$ cat src/rtl/mem_stage_sram_ctrl_if.sv
// Pipeline-side and SRAM-side signal bundle for the MEM stage SRAM controller.
// ready high = the stage may advance this cycle; ready low = upstream freezes and holds its inputs stable.
interface mem_stage_sram_ctrl_if;
  logic        WB_EN_In;
  logic        MEM_R_EN_In;
  logic        MEM_W_EN_In;
  logic [3:0]  Dest_In;
  logic [31:0] ALU_Res_In;
  logic [31:0] Val_Rm_In;

  logic        WB_EN_Out;
  logic        MEM_R_EN_Out;
  logic [3:0]  Dest_Out;
  logic [31:0] ALU_Res_Out;
  logic [31:0] Mem_Data_Out;
  logic        ready;

  logic [17:0] SRAM_ADDR;
  logic        SRAM_WE_N;
  logic [15:0] SRAM_DQ_Out;
  logic        SRAM_DQ_OE;
  logic [15:0] SRAM_DQ_In;

  modport slave (
    input  WB_EN_In, MEM_R_EN_In, MEM_W_EN_In, Dest_In, ALU_Res_In, Val_Rm_In, SRAM_DQ_In,
    output WB_EN_Out, MEM_R_EN_Out, Dest_Out, ALU_Res_Out, Mem_Data_Out, ready,
           SRAM_ADDR, SRAM_WE_N, SRAM_DQ_Out, SRAM_DQ_OE
  );

  modport master (
    output WB_EN_In, MEM_R_EN_In, MEM_W_EN_In, Dest_In, ALU_Res_In, Val_Rm_In, SRAM_DQ_In,
    input  WB_EN_Out, MEM_R_EN_Out, Dest_Out, ALU_Res_Out, Mem_Data_Out, ready,
           SRAM_ADDR, SRAM_WE_N, SRAM_DQ_Out, SRAM_DQ_OE
  );
endinterface

$ cat src/rtl/mem_stage_sram_ctrl.sv
// MEM stage controller: splits each 32-bit load/store into two 16-bit SRAM half-accesses
// and stalls the pipeline until the word is complete.
module mem_stage_sram_ctrl #(
  parameter int ADDR_BASE     = 1024,
  parameter int ACCESS_CYCLES = 2
) (
  input  logic                        clk,
  input  logic                        rst,
  mem_stage_sram_ctrl_if.slave        bus,
  output logic [1:0]                  dbg_state
);
  typedef enum logic [1:0] {IDLE = 2'd0, LO = 2'd1, HI = 2'd2, DONE = 2'd3} state_t;

  localparam logic [31:0] BASE = 32'(ADDR_BASE);
  localparam logic [3:0]  LAST = 4'(ACCESS_CYCLES - 1);

  state_t      state, state_nxt;
  logic [3:0]  cnt, cnt_nxt;
  logic        req, is_write, is_read, last_cyc;
  logic [16:0] word_addr;
  logic [12:0] addr_hi_unused;
  logic [1:0]  addr_lo_unused;
  logic [31:0] mem_data;

  logic        ready_c;
  logic [17:0] sram_addr_c;
  logic        we_n_c;
  logic        oe_c;
  logic [15:0] dq_out_c;

  assign req      = bus.MEM_R_EN_In | bus.MEM_W_EN_In;
  assign is_write = bus.MEM_W_EN_In;
  assign is_read  = bus.MEM_R_EN_In & ~bus.MEM_W_EN_In;
  assign last_cyc = ((state == LO) || (state == HI)) && (cnt == LAST);

  // Word index wraps modulo 2^17; byte offset and high bits are dropped.
  assign {addr_hi_unused, word_addr, addr_lo_unused} = bus.ALU_Res_In - BASE;

  always_ff @(posedge clk or posedge rst) begin
    if (rst) begin
      state <= IDLE;
      cnt   <= 4'd0;
    end else begin
      state <= state_nxt;
      cnt   <= cnt_nxt;
    end
  end

  always_comb begin
    state_nxt   = state;
    cnt_nxt     = cnt;
    ready_c     = 1'b0;
    sram_addr_c = 18'd0;
    we_n_c      = 1'b1;
    oe_c        = 1'b0;
    dq_out_c    = 16'd0;
    case (state)
      IDLE: begin
        if (req) begin
          state_nxt = LO;
          cnt_nxt   = 4'd0;
        end else begin
          ready_c = 1'b1;
        end
      end
      LO: begin
        sram_addr_c = {word_addr, 1'b0};
        if (is_write) begin
          we_n_c   = 1'b0;
          oe_c     = 1'b1;
          dq_out_c = bus.Val_Rm_In[15:0];
        end
        if (cnt == LAST) begin
          state_nxt = HI;
          cnt_nxt   = 4'd0;
        end else begin
          cnt_nxt = cnt + 4'd1;
        end
      end
      HI: begin
        sram_addr_c = {word_addr, 1'b1};
        if (is_write) begin
          we_n_c   = 1'b0;
          oe_c     = 1'b1;
          dq_out_c = bus.Val_Rm_In[31:16];
        end
        if (cnt == LAST) begin
          state_nxt = DONE;
          cnt_nxt   = 4'd0;
        end else begin
          cnt_nxt = cnt + 4'd1;
        end
      end
      DONE: begin
        ready_c   = 1'b1;
        state_nxt = IDLE;
      end
      default: state_nxt = IDLE;
    endcase
  end

  // Each half of a load is captured on the final cycle its address is held.
  always_ff @(posedge clk or posedge rst) begin
    if (rst) begin
      mem_data <= 32'd0;
    end else if (is_read && last_cyc) begin
      if (state == LO) mem_data[15:0]  <= bus.SRAM_DQ_In;
      else             mem_data[31:16] <= bus.SRAM_DQ_In;
    end
  end

  assign bus.ready        = ready_c;
  assign bus.WB_EN_Out    = bus.WB_EN_In & ready_c;
  assign bus.MEM_R_EN_Out = bus.MEM_R_EN_In & ready_c;
  assign bus.Dest_Out     = bus.Dest_In;
  assign bus.ALU_Res_Out  = bus.ALU_Res_In;
  assign bus.Mem_Data_Out = mem_data;
  assign bus.SRAM_ADDR    = sram_addr_c;
  assign bus.SRAM_WE_N    = we_n_c;
  assign bus.SRAM_DQ_OE   = oe_c;
  assign bus.SRAM_DQ_Out  = dq_out_c;
  assign dbg_state        = state;
endmodule

$ cat src/flat_wrapper.sv
// flat-port wrapper written by rule: the top's interface ports become plain ports
module mem_stage_sram_ctrl_flat 
#(
  parameter int ADDR_BASE     = 1024,
  parameter int ACCESS_CYCLES = 2
)
  (clk, rst, dbg_state, bus_WB_EN_In, bus_MEM_R_EN_In, bus_MEM_W_EN_In, bus_Dest_In, bus_ALU_Res_In, bus_Val_Rm_In, bus_SRAM_DQ_In, bus_WB_EN_Out, bus_MEM_R_EN_Out, bus_Dest_Out, bus_ALU_Res_Out, bus_Mem_Data_Out, bus_ready, bus_SRAM_ADDR, bus_SRAM_WE_N, bus_SRAM_DQ_Out, bus_SRAM_DQ_OE);
  mem_stage_sram_ctrl_if bus_i ();
  input  logic clk;
  input  logic rst;
  output logic [1:0] dbg_state;
  input wire logic [$bits(bus_i.WB_EN_In)-1:0] bus_WB_EN_In;
  input wire logic [$bits(bus_i.MEM_R_EN_In)-1:0] bus_MEM_R_EN_In;
  input wire logic [$bits(bus_i.MEM_W_EN_In)-1:0] bus_MEM_W_EN_In;
  input wire logic [$bits(bus_i.Dest_In)-1:0] bus_Dest_In;
  input wire logic [$bits(bus_i.ALU_Res_In)-1:0] bus_ALU_Res_In;
  input wire logic [$bits(bus_i.Val_Rm_In)-1:0] bus_Val_Rm_In;
  input wire logic [$bits(bus_i.SRAM_DQ_In)-1:0] bus_SRAM_DQ_In;
  output wire logic [$bits(bus_i.WB_EN_Out)-1:0] bus_WB_EN_Out;
  output wire logic [$bits(bus_i.MEM_R_EN_Out)-1:0] bus_MEM_R_EN_Out;
  output wire logic [$bits(bus_i.Dest_Out)-1:0] bus_Dest_Out;
  output wire logic [$bits(bus_i.ALU_Res_Out)-1:0] bus_ALU_Res_Out;
  output wire logic [$bits(bus_i.Mem_Data_Out)-1:0] bus_Mem_Data_Out;
  output wire logic [$bits(bus_i.ready)-1:0] bus_ready;
  output wire logic [$bits(bus_i.SRAM_ADDR)-1:0] bus_SRAM_ADDR;
  output wire logic [$bits(bus_i.SRAM_WE_N)-1:0] bus_SRAM_WE_N;
  output wire logic [$bits(bus_i.SRAM_DQ_Out)-1:0] bus_SRAM_DQ_Out;
  output wire logic [$bits(bus_i.SRAM_DQ_OE)-1:0] bus_SRAM_DQ_OE;
  assign bus_i.WB_EN_In = bus_WB_EN_In;
  assign bus_i.MEM_R_EN_In = bus_MEM_R_EN_In;
  assign bus_i.MEM_W_EN_In = bus_MEM_W_EN_In;
  assign bus_i.Dest_In = bus_Dest_In;
  assign bus_i.ALU_Res_In = bus_ALU_Res_In;
  assign bus_i.Val_Rm_In = bus_Val_Rm_In;
  assign bus_i.SRAM_DQ_In = bus_SRAM_DQ_In;
  assign bus_WB_EN_Out = bus_i.WB_EN_Out;
  assign bus_MEM_R_EN_Out = bus_i.MEM_R_EN_Out;
  assign bus_Dest_Out = bus_i.Dest_Out;
  assign bus_ALU_Res_Out = bus_i.ALU_Res_Out;
  assign bus_Mem_Data_Out = bus_i.Mem_Data_Out;
  assign bus_ready = bus_i.ready;
  assign bus_SRAM_ADDR = bus_i.SRAM_ADDR;
  assign bus_SRAM_WE_N = bus_i.SRAM_WE_N;
  assign bus_SRAM_DQ_Out = bus_i.SRAM_DQ_Out;
  assign bus_SRAM_DQ_OE = bus_i.SRAM_DQ_OE;
  mem_stage_sram_ctrl #(.ADDR_BASE(ADDR_BASE), .ACCESS_CYCLES(ACCESS_CYCLES)) u_core (.clk(clk), .rst(rst), .bus(bus_i), .dbg_state(dbg_state));
endmodule
$ cat config.mk
export PLATFORM = sky130hd
export DESIGN_NAME = mem_stage_sram_ctrl_flat
export DESIGN_NICKNAME = d
export VERILOG_FILES = /design/src/rtl/mem_stage_sram_ctrl_if.sv /design/src/rtl/mem_stage_sram_ctrl.sv /design/src/flat_wrapper.sv
export SDC_FILE = /design/constraint.sdc
export NUM_CORES = 1
export LEC_CHECK = 0
export CORE_MARGIN = 3
export CORE_UTILIZATION = 29
export CTS_BUF_LIST = sky130_fd_sc_hd__clkbuf_16
export DETAILED_ROUTE_END_ITERATION = 7
export PLACE_DENSITY = 0.74
export SYNTH_ARGS = -nofsm -noshare
export SYNTH_HDL_FRONTEND = slang
export SYNTH_SLANG_ARGS = --single-unit
export TNS_END_PERCENT = 1
$ cat constraint.sdc
create_clock -name clk -period 2 [get_ports clk]
set_input_delay 0.4 -clock clk [delete_from_list [all_inputs] [get_ports clk]]
set_output_delay 0.4 -clock clk [all_outputs]
set_load 0.03 [all_outputs]
==> impl_metrics.sql, run 1 <==
INSERT INTO impl_metrics (metric_group, metric, value, unit) VALUES
('run_status', 'status', 'finished, violations left', ''),
('run_status', 'failed_checks', 'negative setup slack', ''),
('global_route', 'gr-usage-all-layers', '0.159', ''),
('yosys', 'ys_types', '38', ''),
('sta', 'timing.fmax', '432', 'MHz'),
('global_route', 'global_route.overflow_total', '0', ''),
('setup_path', 'crit_path_max_fanout', '5', ''),
('drt', 'vias', '2299', ''),
('yosys', 'ys_seq_area_frac', '0.401', ''),
('clock_network', 'tritoncts', 'done', ''),
('setup_path', 'max_stage_delay_cell_worst_path', 'sky130_fd_sc_hd__or4b_4', ''),
('die', 'io_pins', '198', ''),
('sta', 'tightestPinTransition', '405', 'ps'),
('setup_path', 'cpLargestDelayFamily', 'simple AND/OR/NAND/NOR gates', ''),
('clock_network', 'cts_hold_buf', '0', ''),
('pwr', 'power_per_cell_area', '1610', 'nW/µm²'),
('yosys', 'synth_area_leader_cell', 'sky130_fd_sc_hd__dfrtp_1', ''),
('setup_path', 'path_common_cell', 'sky130_fd_sc_hd__buf_6', ''),
('sta', 'worst_slack', '-315', 'ps'),
('drt', 'finalWirelength', '8.03', 'mm'),
('placement', 'hpwlAfterDp', '5.98', 'mm'),
('setup_path', 'req_time_crit_path', '1600', 'ps'),
('global_route', 'number_of_antenna_violations_at_the_first_check_in_global_routing', '0', ''),
('cells_and_area', 'fin_nets', '481', ''),
('placement', 'routabilityCongestion', '0.723', ''),
('setup_path', 'critical_path.endpoint_type', 'output pin', ''),
('die', 'die_x', '96.4', 'µm'),
('sta', 'setup_viol_count_final', '37', ''),
('clock_network', 'cts.path.max_buffers', '2', ''),
('clock_network', 'tritoncts_num_sinks', '38', ''),
('clock_network', 'clock_tree_root', 'sky130_fd_sc_hd__clkbuf_16', ''),
('drt', 'ant_nets', '0', ''),
('setup_path', 'cp_data_arrival_time', '1920', 'ps'),
('yosys', 'synth_commonest_cells', 'sky130_fd_sc_hd__dfrtp_1, sky130_fd_sc_hd__buf_4, sky130_fd_sc_hd__mux2_2', ''),
('sta', 'unrepaired_setup_endpoints_after_global_routing', 'true', ''),
('yosys', 'yosys.area.top_type_share', '0.401', ''),
('placement', 'placement.cell_area', '4090', 'µm²'),
('global_route', 'wire_length_of_the_first_global_routing_pass', '11.5', 'mm'),
('setup_path', 'setup.worst_path.class', 'input pin to output pin', ''),
('clock_network', 'cts.clk_slew.worst_paths', '60', 'ps'),
('yosys', 'ys_seq_elements', '38', ''),
('setup_path', 'crit_buf_inv', '4', ''),
('setup_path', 'worst_path_largest_cell_delay', '480', 'ps'),
('die', 'floorplan.die_area', '9290', 'µm²'),
('yosys', 'synth_edf_count', '0', ''),
('job', 'max_cap_viol_count', '0', ''),
('sta', 'maxSlewHeadroom', '0.727', ''),
('yosys', 'netlist_instances', '230', ''),
('drt', 'post-route-drc-count', '0', ''),
('sta', 'layout_min_cycle_time', '2320', 'ps'),
('pwr', 'vdd.ir_drop.worst', '0.945', 'mV'),
('sta', 'finalHoldViolations', '0', ''),
('setup_path', 'timing.critical_path.cells', 'buf_8 -> buf_6 -> inv_4 -> ha_4 -> or4b_4 -> or3_4 -> a21oi_4 -> buf_6', ''),
('cells_and_area', 'final_cell_area', '4480', 'µm²'),
('yosys', 'synthMostInstantiatedCell', 'sky130_fd_sc_hd__dfrtp_1', ''),
('global_route', 'first_global_vias', '2257', ''),
('sta', 'min_period_over_period', '1.16', ''),
('global_route', 'grt_max_degree', '24', ''),
('cells_and_area', 'fillerInstances', '669', ''),
('cells_and_area', 'finalCoreUtilization', '0.571', ''),
('drt', 'drt-wirelength-per-cell', '16.5', 'µm'),
('clock_network', 'inserted_clock_buffers', '5', ''),
('yosys', 'synth-async-reset-ratio', '1.00', ''),
('yosys', 'synthTopCellsByArea', 'sky130_fd_sc_hd__dfrtp_1, sky130_fd_sc_hd__mux2_2, sky130_fd_sc_hd__buf_4, sky130_fd_sc_hd__a22oi_1, sky130_fd_sc_hd__ha_1', ''),
('min_path', 'hold_path_class', 'input pin to async pin', ''),
('cells_and_area', 'antennaDiodeCount', '0', ''),
('pwr', 'p_total', '7.22', 'mW'),
('die', 'initial_core_util', '0.302', ''),
('die', 'die_h', '96.4', 'µm'),
('drt', 'first_iter_violations', '69', ''),
('clock_network', 'cts-htree-levels', '2', '');
timing repair:
item / CTS / global route
setup endpoints to repair: 38 / 54
setup buffers: 5 / 0
cloned: 0 / 0
pin swaps: 9 / 10
resized for setup: 47 / 31
per-stage QoR:
step / setup TNS (ps) / hold WS (ps) / cells
2_1_floorplan: -1170 / 502 / 230
3_3_place_gp: -4040 / 488 / 474
3_5_place_dp: -4180 / 494 / 474
4_1_cts: -6200 / 458 / 487
5_1_grt: -6310 / 470 / 487
6_report: -3540 / 451 / 487
logic make-up (layout without fill, tap and decap cells):
logic type,Yosys count,after routing,synth area share
buffers and inverters,53,208,0.145
DFF,38,38,0.401
and+or+nand+nor,57,57,0.137
adders and majority gates,8,8,0.0422
muxes,33,33,0.157
xor gates and xnor gates,2,2,0.00739
AOI/OAI and AO/OA,39,39,0.111
path summary, 6_finish.rpt:
| kind | slack, ps | end | from | depth (start not counted) |
|---|---|---|---|---|
| max | -320 | bus_SRAM_ADDR[17] | bus_ALU_Res_In[10] | 8 |
| max in group asynchronous | 1280 | u_core.bus.Mem_Data_Out[1]$_DFFE_PP0P_ | rst | 3 |
| min in group clk | 500 | u_core.bus.Mem_Data_Out[17]$_DFFE_PP0P_ | u_core.bus.Mem_Data_Out[17]$_DFFE_PP0P_ | 1 |
| min | 450 | u_core.dbg_state[1]$_DFFE_PP0P_ | rst | 3 |
| min reg2reg | 500 | u_core.bus.Mem_Data_Out[17]$_DFFE_PP0P_ | u_core.bus.Mem_Data_Out[17]$_DFFE_PP0P_ | 1 |
| max reg2reg | 80 | u_core.bus.Mem_Data_Out[30]$_DFFE_PP0P_ | u_core.dbg_state[0]$_DFFE_PP0P_ | 7 |
per-layer routing:
| metal | wire length [µm] | vias up | track usage | share of wire |
|---|---|---|---|---|
| met2 | 4390 | 111 | 0.296 | 0.55 |
| met1 | 2800 | 1103 | 0.176 | 0.35 |
| met5 | 0 | - | 0 | 0 |
| met3 | 769 | 6 | 0.0465 | 0.096 |
| li1 | - | 1079 | - | - |
| met4 | 68 | 0 | 0.0432 | 0.0085 |
placed cells by master (no fill, tap or decap), types with 4 or more instances in the layout:
cell / n
sky130_fd_sc_hd__a22oi_1: 8
sky130_fd_sc_hd__buf_12: 4
sky130_fd_sc_hd__mux2_2: 33
sky130_fd_sc_hd__buf_4: 50
sky130_fd_sc_hd__dfrtp_1: 36
sky130_fd_sc_hd__inv_1: 6
sky130_fd_sc_hd__nor2_4: 9
sky130_fd_sc_hd__clkbuf_16: 5
sky130_fd_sc_hd__and2_1: 8
sky130_fd_sc_hd__clkdlybuf4s50_1: 100
sky130_fd_sc_hd__buf_6: 25
sky130_fd_sc_hd__ha_1: 4
sky130_fd_sc_hd__or3_4: 4
sky130_fd_sc_hd__o21ai_0: 7
sky130_fd_sc_hd__a22oi_2: 8
sky130_fd_sc_hd__nor2_2: 12
final cells by class:
class                      count  area (µm²)  area share
clock buffer                   5         125      0.0279
clock inverter                 3        37.5     0.00838
inverter                       9        42.5     0.00949
multi-input combinational    139        1340       0.299
sequential                    38         953       0.213
tap                          102         128      0.0285
timing repair buffer         191        1850       0.414
sequential cells by signal, summed over array words and instances (netlist names):
name	count
u_core.cnt	4
u_core.bus.Mem_Data_Out	32
u_core.dbg_state	2
worst reg2reg max path, stage by stage (launching register included):
cell and delay [ps]:
sky130_fd_sc_hd__dfrtp_2 400, sky130_fd_sc_hd__inv_2 90, sky130_fd_sc_hd__ha_2 300, sky130_fd_sc_hd__buf_12 160, sky130_fd_sc_hd__and4bb_2 230, sky130_fd_sc_hd__nand2_1 110, sky130_fd_sc_hd__buf_12 170, sky130_fd_sc_hd__mux2_2 350
power by group:
| part | leakage, nW | internal [mW] | switching, mW |
|---|---|---|---|
| clock | 0.0826 | 0.579 | 0.292 |
| combinational | 1.36 | 2.21 | 2.79 |
| sequential | 0.481 | 1.15 | 0.204 |
(Power assumes the default switching activity.)
==> inputs of run 2 (changes only) <==
CAP_MARGIN = 20   (was default)
==> results of run 2 <==
The final DEF is identical to that of run 1; final timing and power are the same.
==> inputs of run 3 (changes only) <==
CTS_BUF_LIST = default   (was sky130_fd_sc_hd__clkbuf_16)
==> impl_metrics.sql, run 3 (synthesis results as in run 1) <==
INSERT INTO impl_metrics (metric_group, metric, value, unit) VALUES
('drt', 'finalWirelength', '7.90', 'mm'),
('sta', 'timing.fmax', '432', 'MHz'),
('job', 'max_cap_viol_count', '0', ''),
('clock_network', 'clock_tree_root', 'sky130_fd_sc_hd__clkbuf_8', ''),
('run_status', 'status', 'finished, violations left', ''),
('clock_network', 'cts.path.max_buffers', '2', ''),
('drt', 'drt_pre_antenna_iters', '4', ''),
('sta', 'finalHoldViolations', '0', ''),
('cells_and_area', 'mostFrequentLayoutCell', 'sky130_fd_sc_hd__clkdlybuf4s50_1', ''),
('cells_and_area', 'antennaDiodeCount', '0', ''),
('die', 'initial_core_util', '0.302', ''),
('sta', 'unrepaired_setup_endpoints_after_global_routing', 'true', ''),
('sta', 'final.setup_skew', '8.07', 'ps'),
('cells_and_area', 'largest_register_ffs', '32', ''),
('die', 'placementRows', '32', ''),
('setup_path', 'cp-start-kind', 'input pin', ''),
('cells_and_area', 'final_std_cells_w_o_fill', '487', ''),
('pwr', 'p_total', '6.95', 'mW'),
('setup_path', 'worst_path_largest_cell_delay', '480', 'ps'),
('cells_and_area', 'areaGrowthSynthToFinish', '86.0', '%'),
('drt', 'drt-wirelength-per-cell', '16.2', 'µm'),
('pwr', 'share_clk_of_total_power', '0.096', ''),
('cells_and_area', 'finalCoreUtilization', '0.562', ''),
('pwr', 'p_int', '3.72', 'mW'),
('placement', 'placedCellCount', '474', ''),
('sta', 'maxSlewHeadroom', '0.725', ''),
('clock_network', 'tritoncts_num_sinks', '38', ''),
('die', 'floorplan.die_area', '9290', 'µm²'),
('die', 'die_h', '96.4', 'µm'),
('pwr', 'p_comb_frac', '0.710', ''),
('pwr', 'power.leakage', '1.89', 'nW'),
('setup_path', 'req_time_crit_path', '1600', 'ps'),
('sta', 'min_period_over_period', '1.16', ''),
('pwr', 'vdd.ir_drop.worst', '0.861', 'mV'),
('sta', 'worst_slack', '-315', 'ps'),
('die', 'floorplan.core_area', '7850', 'µm²'),
('drt', 'post-route-drc-count', '0', ''),
('cells_and_area', 'final_cell_mix', 'sky130_fd_sc_hd__clkdlybuf4s50_1, sky130_fd_sc_hd__buf_4, sky130_fd_sc_hd__dfrtp_1', ''),
('setup_path', 'path_common_cell', 'sky130_fd_sc_hd__buf_6', ''),
('setup_path', 'setup.worst_path.class', 'input pin to output pin', ''),
('global_route', 'number_of_antenna_violations_at_the_first_check_in_global_routing', '0', ''),
('pwr', 'power_per_cell_area', '1580', 'nW/µm²'),
('sta', 'setup_viol_count_final', '37', ''),
('global_route', 'gr-usage-all-layers', '0.157', ''),
('drt', 'ant_nets', '0', ''),
('clock_network', 'cts_hold_buf', '0', ''),
('setup_path', 'max_stage_delay_cell_worst_path', 'sky130_fd_sc_hd__or4b_4', ''),
('placement', 'place.port_buffers', '159', ''),
('placement', 'detailedPlace.worstSlack', '-872', 'ps'),
('drt', 'first_iter_violations', '67', ''),
('global_route', 'wire_length_of_the_first_global_routing_pass', '11.4', 'mm'),
('clock_network', 'inserted_clock_buffers', '5', ''),
('min_path', 'hold_path_class', 'input pin to async pin', ''),
('clock_network', 'tritoncts', 'done', ''),
('placement', 'routabilityCongestion', '0.723', ''),
('setup_path', 'crit_path_max_fanout', '5', ''),
('sta', 'tightestPinTransition', '408', 'ps'),
('setup_path', 'r2r_cells', '7', ''),
('global_route', 'grt_max_degree', '24', ''),
('global_route', 'global_route.overflow_total', '0', ''),
('run_status', 'failed_checks', 'negative setup slack', ''),
('drt', 'average_via_count_per_standard_cell', '4.68', ''),
('global_route', 'first_global_vias', '2261', ''),
('setup_path', 'cp_data_arrival_time', '1910', 'ps'),
('cells_and_area', 'layout-drive-gt1-share', '0.473', ''),
('setup_path', 'timing.critical_path.cells', 'buf_8 -> buf_6 -> inv_4 -> ha_4 -> or4b_4 -> or3_4 -> a21oi_4 -> buf_6', ''),
('clock_network', 'cts-htree-levels', '2', ''),
('sta', 'layout_min_cycle_time', '2310', 'ps'),
('sta', 'maxSlewViolCount', '0', ''),
('cells_and_area', 'fillerInstances', '672', ''),
('pwr', 'power_switching_share', '0.465', ''),
('clock_network', 'cts.clk_slew.worst_paths', '80', 'ps'),
('clock_network', 'clk-insertion-delay-late', '280', 'ps'),
('pwr', 'netSwitchingPower', '3.23', 'mW'),
('placement', 'hpwlAfterDp', '5.98', 'mm'),
('drt', 'vias', '2281', ''),
('cells_and_area', 'fin_nets', '481', ''),
('sta', 'final.setup.tns', '-4200', 'ps'),
('pwr', 'sequential_share_of_power', '0.194', ''),
('die', 'io_pins', '198', ''),
('die', 'die_x', '96.4', 'µm'),
('setup_path', 'critical_path.endpoint_type', 'output pin', '');
-- run 3: power groups by stage --
stage | clock (mW) | combinational, mW | sequential [mW]
after global routing | 0.729 | 5.25 | 1.41
final | 0.668 | 4.93 | 1.35
after detailed placement | 0 | 4.72 | 1.37
after floorplan | 0 | 2.29 | 2.04
after global placement | 0 | 4.65 | 1.34
after CTS | 0.697 | 4.80 | 1.35
-- run 3: repair_timing --
| action | CTS | global route |
|---|---|---|
| pin swaps | 9 | 10 |
| buffers inserted | 5 | 0 |
| endpoints found under the hold margin | 0 | 0 |
| endpoints found under the setup margin | 38 | 56 |
| resized for setup | 47 | 25 |
-- run 3: worst paths after layout --
kind | from | endpoint | slack (ps)
min reg2reg | u_core.bus.Mem_Data_Out[17]$_DFFE_PP0P_ | u_core.bus.Mem_Data_Out[17]$_DFFE_PP0P_ | 500
max | bus_ALU_Res_In[10] | bus_SRAM_ADDR[17] | -310
min in group clk | u_core.bus.Mem_Data_Out[17]$_DFFE_PP0P_ | u_core.bus.Mem_Data_Out[17]$_DFFE_PP0P_ | 500
max in group asynchronous | rst | u_core.bus.Mem_Data_Out[20]$_DFFE_PP0P_ | 1290
max reg2reg | u_core.dbg_state[0]$_DFFE_PP0P_ | u_core.bus.Mem_Data_Out[27]$_DFFE_PP0P_ | 80
min | rst | u_core.dbg_state[1]$_DFFE_PP0P_ | 440
-- run 3: worst max-delay path, delay by kind of cell --
family | cells | cell delay, ps
AND/OR/NAND/NOR | 2 | 840
buffers and inverters | 4 | 400
AO/OA/AOI/OAI | 1 | 150
adder cells (fa/ha/maj) | 1 | 120
-- run 3: area by class of cell --
class / count / area [µm²] / share of cell area
clock inverters: 1 / 30.0 / 0.00681
well taps: 102 / 128 / 0.0290
repair buffers: 191 / 1830 / 0.414
clock buffers: 7 / 86.3 / 0.0196
flip-flops and latches: 38 / 953 / 0.216
multi-input cells: 139 / 1340 / 0.304
inverters: 9 / 42.5 / 0.00965
-- run 3: per-layer routing --
| layer | wire length [µm] | part of all wire | vias to the layer above | global-route usage |
|---|---|---|---|---|
| li1 | - | - | 1075 | - |
| met1 | 2720 | 0.34 | 1091 | 0.172 |
| met2 | 4360 | 0.55 | 109 | 0.296 |
| met3 | 750 | 0.095 | 6 | 0.0465 |
| met4 | 65 | 0.0082 | 0 | 0.0327 |
| met5 | 0 | 0 | - | 0 |
-- run 3: per-stage QoR --
step	hold WS (ps)	instance area [µm²]
2_1_floorplan	502	2590
3_3_place_gp	488	4090
3_5_place_dp	494	4090
4_1_cts	440	4310
5_1_grt	450	4410
6_report	438	4410
